File: src/rtl/board_arb_pkg.sv
// Shared types and constants for the board RAM arbiter.
package board_arb_pkg;

    typedef enum logic [1:0] {
        IDLE   = 2'd0,
        GNT_MH = 2'd1,
        GNT_MP = 2'd2
    } arb_state_t;

    localparam logic REQ_MH = 1'b0;
    localparam logic REQ_MP = 1'b1;

    localparam int unsigned DEFAULT_MAX_BURST = 16;

endpackage

File: src/rtl/arb_burst_counter.sv
// Saturating count of access cycles within the current grant; limit flags
// that the owner has used (or is now using) its last allowed access.
module arb_burst_counter
    import board_arb_pkg::*;
#(
    parameter int unsigned MAX_BURST = DEFAULT_MAX_BURST
) (
    input  logic clk,
    input  logic rst,
    input  logic clear,
    input  logic inc,
    output logic limit
);

    localparam int unsigned CNT_W = $clog2(MAX_BURST + 1);
    localparam logic [CNT_W-1:0] MAX_V  = CNT_W'(MAX_BURST);
    localparam logic [CNT_W-1:0] MAX_M1 = CNT_W'(MAX_BURST - 1);

    logic [CNT_W-1:0] cnt_q;

    always_ff @(posedge clk or negedge rst) begin
        if (!rst) begin
            cnt_q <= '0;
        end else if (clear) begin
            cnt_q <= '0;
        end else if (inc && (cnt_q != MAX_V)) begin
            cnt_q <= cnt_q + CNT_W'(1);
        end
    end

    // Looks ahead at the current access so the handover lands on the edge
    // that ends the MAX_BURST-th access, not one access later.
    always_comb begin
        limit = (cnt_q == MAX_V) || (inc && (cnt_q == MAX_M1));
    end

endmodule

File: src/rtl/board_ram_arbiter.sv
// Request/grant arbiter for the single-port board RAM (memory handler vs move planner).
// Define ARB_ROUND_ROBIN_EN to break IDLE ties by last grant instead of fixed MH priority.
module board_ram_arbiter
    import board_arb_pkg::*;
#(
    parameter int unsigned ADDR_W    = 16,
    parameter int unsigned DATA_W    = 8,
    parameter int unsigned MAX_BURST = DEFAULT_MAX_BURST
) (
    input  logic              clk,
    input  logic              rst,
    input  logic              mh_req,
    input  logic              mh_lock,
    input  logic              mh_we,
    input  logic [ADDR_W-1:0] mh_addr,
    input  logic [DATA_W-1:0] mh_wdata,
    output logic              mh_gnt,
    output logic              mh_rvalid,
    input  logic              mp_req,
    input  logic [ADDR_W-1:0] mp_addr,
    output logic              mp_gnt,
    output logic              mp_rvalid,
    output logic [ADDR_W-1:0] ram_a,
    output logic [DATA_W-1:0] ram_d,
    output logic              ram_we
);

    arb_state_t state_q, state_n;
    logic       mh_acc, mp_acc;
    logic       burst_limit;
    logic       tie_to_mh;

    always_comb begin
        mh_gnt = (state_q == GNT_MH);
        mp_gnt = (state_q == GNT_MP);
        mh_acc = mh_gnt && mh_req;
        mp_acc = mp_gnt && mp_req;
    end

    always_comb begin
        ram_a  = '0;
        ram_d  = '0;
        ram_we = 1'b0;
        if (mh_acc) begin
            ram_a  = mh_addr;
            ram_d  = mh_wdata;
            ram_we = mh_we;
        end else if (mp_acc) begin
            ram_a  = mp_addr;
        end
    end

`ifdef ARB_ROUND_ROBIN_EN
    logic last_q;

    always_ff @(posedge clk or negedge rst) begin
        if (!rst) begin
            last_q <= REQ_MP;
        end else if (state_n == GNT_MH) begin
            last_q <= REQ_MH;
        end else if (state_n == GNT_MP) begin
            last_q <= REQ_MP;
        end
    end

    always_comb begin
        tie_to_mh = (last_q == REQ_MP);
    end
`else
    always_comb begin
        tie_to_mh = 1'b1;
    end
`endif

    always_comb begin
        state_n = state_q;
        case (state_q)
            IDLE: begin
                if (mh_req && mp_req) begin
                    state_n = tie_to_mh ? GNT_MH : GNT_MP;
                end else if (mh_req) begin
                    state_n = GNT_MH;
                end else if (mp_req) begin
                    state_n = GNT_MP;
                end
            end
            GNT_MH: begin
                if (!mh_req) begin
                    state_n = mp_req ? GNT_MP : IDLE;
                end else if (burst_limit && mp_req && !mh_lock) begin
                    state_n = GNT_MP;
                end
            end
            GNT_MP: begin
                if (!mp_req) begin
                    state_n = mh_req ? GNT_MH : IDLE;
                end else if (burst_limit && mh_req) begin
                    state_n = GNT_MH;
                end
            end
            default: state_n = IDLE;
        endcase
    end

    always_ff @(posedge clk or negedge rst) begin
        if (!rst) begin
            state_q   <= IDLE;
            mh_rvalid <= 1'b0;
            mp_rvalid <= 1'b0;
        end else begin
            state_q   <= state_n;
            mh_rvalid <= mh_acc && !mh_we;
            mp_rvalid <= mp_acc;
        end
    end

    arb_burst_counter #(
        .MAX_BURST (MAX_BURST)
    ) u_burst (
        .clk   (clk),
        .rst   (rst),
        .clear (state_n != state_q),
        .inc   (mh_acc || mp_acc),
        .limit (burst_limit)
    );

endmodule

File: config.mk
export PLATFORM = sky130hd
export DESIGN_NAME = board_ram_arbiter
export DESIGN_NICKNAME = d
export VERILOG_FILES = /design/src/rtl/board_arb_pkg.sv /design/src/rtl/arb_burst_counter.sv /design/src/rtl/board_ram_arbiter.sv
export SDC_FILE = /design/constraint.sdc
export NUM_CORES = 1
export LEC_CHECK = 0
export CAP_MARGIN = 5
export CORE_MARGIN = 2
export CORE_UTILIZATION = 31
export CTS_CLUSTER_SIZE = 16
export DETAILED_ROUTE_END_ITERATION = 16
export PLACE_DENSITY = 0.92
export SYNTH_ARGS = -nofsm -noshare
export SYNTH_HDL_FRONTEND = slang
export SYNTH_SLANG_ARGS = --single-unit
File: constraint.sdc
create_clock -name clk -period 2.3 [get_ports clk]
set_input_delay 0.46 -clock clk [delete_from_list [all_inputs] [get_ports clk]]
set_output_delay 0.46 -clock clk [all_outputs]
set_load 0.05 [all_outputs]
==> results of run 1 <==
==> per-layer routing <==
layer,vias to the layer above,track usage,part of all wire
li1,492,-,-
met1,501,0.222,0.34
met4,0,0.0941,0.020
met3,8,0.0445,0.068
met5,-,0,0
met2,54,0.413,0.57
==> layout make-up <==
type	count	area (sq um)	share of cell area
timing repair buffer	80	1060	0.558
multi-input combinational	67	532	0.280
sequential	9	225	0.118
tap	30	37.5	0.0197
inverter	5	18.8	0.00987
clock buffer	4	26.3	0.0138
==> worst register-to-register path: cells and delay by family (launching register included) <==
family | cells | cell delay [ps]
fa+ha+maj | 2 | 500
buf+inv | 1 | 170
compound gates | 2 | 420
flops | 1 | 420
simple gates | 2 | 490
==> layout by cell type (no fill, tap or decap) <==
cell,netlist,layout
buf_12,0,27
o21ai_2,1,1
dlymetal6s2s_1,0,1
o21ai_0,2,2
clkdlybuf4s50_1,0,47
o21a_1,2,2
a21o_1,1,1
xnor2_1,1,1
inv_1,5,5
and2_1,9,9
mux2i_1,1,1
and4bb_4,1,1
o2111ai_1,1,1
nor3_1,5,5
and3_1,2,2
ha_1,3,3
buf_4,0,5
a21oi_1,2,2
nor2_1,1,1
a222oi_1,1,1
and3b_1,2,2
a2111oi_1,1,1
a22o_1,16,16
clkbuf_4,0,3
nor2b_1,3,3
a211oi_1,1,1
o31a_1,1,1
nor4b_1,1,1
nand4bb_1,1,1
dfrtp_1,9,9
xor2_1,2,2
a221oi_1,1,1
a31oi_1,1,1
clkbuf_1,1,1
nor2_2,1,1
a2111oi_2,1,1
o211ai_1,2,2
==> power groups by stage <==
stage	Combinational (mW)	Sequential, mW	Clock [mW]
2_1_floorplan	0.192	0.184	0
3_3_place_gp	0.420	0.181	0
3_5_place_dp	0.432	0.182	0
4_1_cts	0.433	0.179	0.138
5_1_grt	0.452	0.180	0.143
6_report	0.431	0.179	0.134
==> kinds of logic (layout without fill, tap and decap cells) <==
group | after synthesis | after routing | synth area share
XOR/XNOR | 3 | 3 | 0.0320
AO/OA/AOI/OAI | 34 | 34 | 0.342
flip-flops | 9 | 9 | 0.274
buffers and inverters | 12 | 89 | 0.0791
multiplexers | 1 | 1 | 0.0122
adder cells (fa/ha/maj) | 3 | 3 | 0.0457
AND/OR/NAND/NOR | 26 | 26 | 0.215
==> sequential cells by signal, summed over array words and instances, names as in the netlist <==
| signal | count |
|---|---|
| mh_rvalid | 1 |
| mp_rvalid | 1 |
| state_q | 2 |
| u_burst.cnt_q | 5 |
==> timing repair <==
item | in CTS | in global routing
endpoints found under the hold margin | 0 | 0
setup endpoints to repair | 0 | 1
hold buffers | 0 | 0
gates resized for setup | 0 | 1
setup buffers | 0 | 0
==> final timing paths <==
kind                                    end  slack, ps  depth (start not counted)
hold reg to reg            u_burst.cnt_q[0]        640                          2
max in group asynchronous         mp_rvalid       1540                          1
setup reg to reg           u_burst.cnt_q[4]        190                          7
min in group clk           u_burst.cnt_q[0]        640                          2
setup / recovery                   ram_a[6]        110                          5
hold / removal             u_burst.cnt_q[3]        480                          1
==> per-stage QoR <==
| step | total power [mW] | hold slack, ps |
|---|---|---|
| global placement | 0.600 | 589 |
| floorplan | 0.376 | 164 |
| CTS | 0.750 | 478 |
| finish | 0.744 | 476 |
| global route | 0.776 | 519 |
| detailed placement | 0.614 | 626 |
==> out/metrics.csv, run 1 <==
metric;value;unit
cts-buffers-inserted;3;
tightest_slew;529;ps
max-cap-violations;0;
first_pass_iters;4;
status;finished, final reports clean;
synth_edf_count;0;
path_class;primary input to output port;
maxSlewViolCount;0;
power_per_cell_area;392;mW/mm^2
die_area;0.00308;sq mm
synth.most_common_cell;a22o_1;
finalHoldViolations;0;
cts_tree;built;
setup_viol;0;
synth.area.top_cells;dfrtp_1 (27%), a22o_1 (17%), and2_1 (6.8%);
p_sw_frac;0.383;
synth_top_area_share;0.274;
startpoint;mh_req;
first_iter_violations;25;
insertion_delay;280;ps
numClockSinks;9;
synth.avg_cell_area;9.34;sq um
ys_ff_latch;9;
p_clk_frac;0.181;
dp_cells;191;
vias_per_cell;5.41;
endpoint_kind;output port;
post-route-util;0.760;
final_cells;195;
placed_cell_area;0.00187;sq mm
dp_hpwl;2640;microns
power.internal;0.459;mW
peakVddDrop;0.350;mV
gp_congestion;0.887;
yosysTopAreaCell;dfrtp_1;
rsz0062_at_grt;no;
power_switching;0.285;mW
die_y;55.5;microns
antenna_cells;0;
areaGrowthSynthToFinish;131;%
ant_nets;0;
path_cells;clkdlybuf4s50_1, and3b_1, buf_12, a22o_1, buf_12;
worstPathRequired;1840;ps
ys_warn_count;0;
fin_tns_setup;0;ps
grt_max_degree;35;
routedWlPerCell;16.3;microns
drive_above_1_share;0.236;
setup_ws;113;ps
finClkSkew;0.489;ps
crit_path_frequent_cell;buf_12;
p_comb_frac;0.579;
root_buffer;clkbuf_4;
rows;18;
clk_pin_slew_worst_paths;60;ps
start_util;0.329;
drt-total-wl;3180;microns
syn_area;822;sq um
grt_usage;0.216;
path_buf_inv;3;
core_area;0.00250;sq mm
layout_min_cycle_time;2190;ps
synth_cells;88;
synth.distinct_cells;34;
grt_pass1_vias;1136;
final_area;0.00190;sq mm
grt_first_pass_wirelength;5260;microns
nets;215;
pre_cts_slack;67.3;ps
dieWidth;55.5;microns
worstPathArrival;1730;ps
vias;1055;
hold_class;primary input to async pin;
clk_path_buf_depth;2;
fillers;157;
seq_area_frac_synth;0.274;
fin_crit_sh;0.951;
synth_top_flop_cell;dfrtp_1;
r2r_start;u_burst.cnt_q[0];
slowest_stage;clkdlybuf4s50_1;
p_leak;0.798;nW
clock.fmax;0.457;GHz
antenna_found_initial;0;
slowest_delay;480;ps
cp_top_family;buffers and inverters;
htreeDepth;1;
async_reset_ff_frac;1.00;
crit_fanout;34;
maxSlewHeadroom;0.646;
syn-num-nets;137;
io_pins;75;
drc_errors;0;
grt-ovfl-total;0;
portBuffers;74;
seq_power_share;0.241;
synth_commonest_cells;a22o_1 (16), and2_1 (9), dfrtp_1 (9);
start_kind;primary input;
Note: power is estimated with default switching activity, not from simulation.
==> inputs of run 2 (changes only) <==
CORE_ASPECT_RATIO = 0.8   (was unset)
CORE_UTILIZATION = 33   (was 31)
PLACE_DENSITY = 0.95   (was 0.92)
clock period = 2.6 ns   (was 2.3 ns; I/O delays follow)
==> run 2 against run 1 <==
  * Combinational power fell by 12%
  * Critical path depth did not move
  * Global-route usage rose by 1.3 points
  * Power fell by 14%
  * First-iteration DRC count rose by 52%
  * Sequential power fell by 12%
  * Critical path type unchanged
  * Largest cell class unchanged
  * Largest power group unchanged
==> out/metrics.csv, run 2 (same netlist as run 1, synthesis figures left out) <==
metric;value;unit;change
slowest_delay;500;ps;was 480 ps
routedWlPerCell;17.3;microns;was 16.3 microns
ant_nets;0;;unchanged
endpoint;ram_a[10];;was ram_a[6]
rr_worst_depth;7;;unchanged
hold_class;primary input to async pin;;unchanged
biggestRegsByFlops;u_burst.cnt_q: 5 flops, state_q: 2 flops;;unchanged
drt-total-wl;3310;microns;was 3180 microns
vias;1003;;was 1,055
layout_common_cells;clkdlybuf4s50_1 (49), buf_12 (26), a22o_1 (16), and2_1 (9), dfrtp_1 (9);;was clkdlybuf4s50_1 (47), buf_12 (27), a22o_1 (16), and2_1 (9), dfrtp_1 (9)
io_pins;75;;unchanged
r2r_start;u_burst.cnt_q[0];;unchanged
grt_first_pass_wirelength;4900;microns;was 5260 microns
cp_top_family;buffers and inverters;;unchanged
die_y;48.6;microns;was 55.5 microns
grt-ovfl-total;0;;unchanged
dp_hpwl;2760;microns;was 2640 microns
gp_congestion;0.791;;was 0.887
grt_pass1_vias;983;;was 1,136
rsz0062_at_grt;no;;unchanged
die_area;0.00291;sq mm;was 0.00308 sq mm
nets;214;;was 215
finClkSkew;8.10;ps;was 0.489 ps
layout_commonest_cell;clkdlybuf4s50_1;;unchanged
max-cap-violations;0;;unchanged
antenna_found_initial;0;;unchanged
whs;548;ps;was 476 ps
path_class;primary input to output port;;unchanged
maxSlewViolCount;0;;unchanged
numClockSinks;9;;unchanged
clock.fmax;0.417;GHz;
areaGrowthSynthToFinish;128;%;was 131%
grt_max_degree;35;;unchanged
status;finished, final reports clean;;unchanged
setup_viol;0;;unchanged
root_buffer;clkbuf_4;;unchanged
path_depth;5;;unchanged
rows;16;;was 18
core_area;0.00240;sq mm;was 0.00250 sq mm
layout_min_cycle_time;2400;ps;
vias_per_cell;5.25;;was 5.41
drive_above_1_share;0.226;;was 0.236
finalHoldViolations;0;;unchanged
rrSetupSlack;560;ps;was 190 ps
portBuffers;74;;unchanged
drc_errors;0;;unchanged
htreeDepth;1;;unchanged
path_cells;clkdlybuf4s50_1, and3b_1, buf_4, a22o_1, buf_12;;was clkdlybuf4s50_1, and3b_1, buf_12, a22o_1, buf_12
start_kind;primary input;;unchanged
fin_crit_sh;0.921;;
post-route-util;0.781;;was 0.760
power_per_cell_area;342;mW/mm^2;was 392 mW/mm^2
grt_usage;0.228;;was 0.216
maxSlewHeadroom;0.657;;was 0.646
insertion_delay;260;ps;was 280 ps
cts_tree;built;;unchanged
first_iter_violations;38;;was 25
peakVddDrop;0.328;mV;was 0.350 mV
ctsResizeCount;0;;unchanged
dieWidth;59.8;microns;was 55.5 microns
largest_reg_flops;5;;unchanged
p_leak;0.776;nW;was 0.798 nW
tightest_slew;513;ps;was 529 ps
cts-buffers-inserted;3;;unchanged
crit_fanout;17;;was 34
regMostFlops;u_burst.cnt_q;;unchanged
worstPathRequired;2080;ps;was 1840 ps
r2r_end;u_burst.cnt_q[4];;unchanged
antenna_cells;0;;unchanged
startpoint;mp_req;;was mh_req
power;0.642;mW;was 0.744 mW
clk_path_buf_depth;2;;unchanged
clk_pin_slew_worst_paths;60;ps;about the same
fillers;158;;was 157
first_pass_iters;4;;unchanged
fin_tns_setup;0;ps;unchanged
endpoint_kind;output port;;unchanged
hold_buffers;0;;unchanged
start_util;0.342;;was 0.329
path_buf_inv;3;;unchanged
worstPathArrival;1880;ps;was 1730 ps
slowest_stage;clkdlybuf4s50_1;;unchanged
cts_post_setup_buffers_inserted;0;;unchanged
run 2: cell types whose count changed in the layout (fill, tap and decap cells not counted), sizes merged:
cell / change
clkdlybuf4s50: +2
buf: -2
dlymetal6s2s: -1
run 2: power by group:
group          internal (mW)  switching (mW)  total, mW
registers              0.148          0.0108      0.158
logic                  0.197           0.181      0.378
clock network         0.0590          0.0468      0.106
total                  0.404           0.238      0.642
run 2: area by class of cell:
cell class | instances | area [sq um] | area share
multi-input combinational | 67 | 532 | 0.283
clock buffer | 4 | 26.3 | 0.0140
inverter | 5 | 18.8 | 0.0100
sequential | 9 | 225 | 0.120
timing repair buffer | 79 | 1040 | 0.555
tap | 27 | 33.8 | 0.0180
run 2: layer usage:
metal / GRT usage / share of wire / vias to the layer above
li1: - / - / 495
met1: 0.254 / 0.36 / 457
met2: 0.393 / 0.54 / 37
met5: 0 / 0 / -
met4: 0.156 / 0.052 / 0
met3: 0.0267 / 0.040 / 14
run 2: stage by stage:
stage | cells | cell area [sq um] | worst slack (ps)
after global routing | 191 | 1880 | 149
after CTS | 191 | 1880 | 214
after detailed placement | 187 | 1850 | 133
after global placement | 187 | 1850 | 240
after floorplan | 88 | 822 | 458
final | 191 | 1880 | 205
run 2: how the worst min path moves through the flow:
| stage | cells after the start | to | start |
|---|---|---|---|
| 5_1_grt | 1 | mh_rvalid | rst |
| 4_1_cts | 1 | mh_rvalid | rst |
| 6_report | 1 | mh_rvalid | rst |
| 2_1_floorplan | 0 | mh_rvalid | rst |
| 3_5_place_dp | 2 | u_burst.cnt_q[3] | u_burst.cnt_q[3] |
| 3_3_place_gp | 2 | u_burst.cnt_q[0] | u_burst.cnt_q[0] |
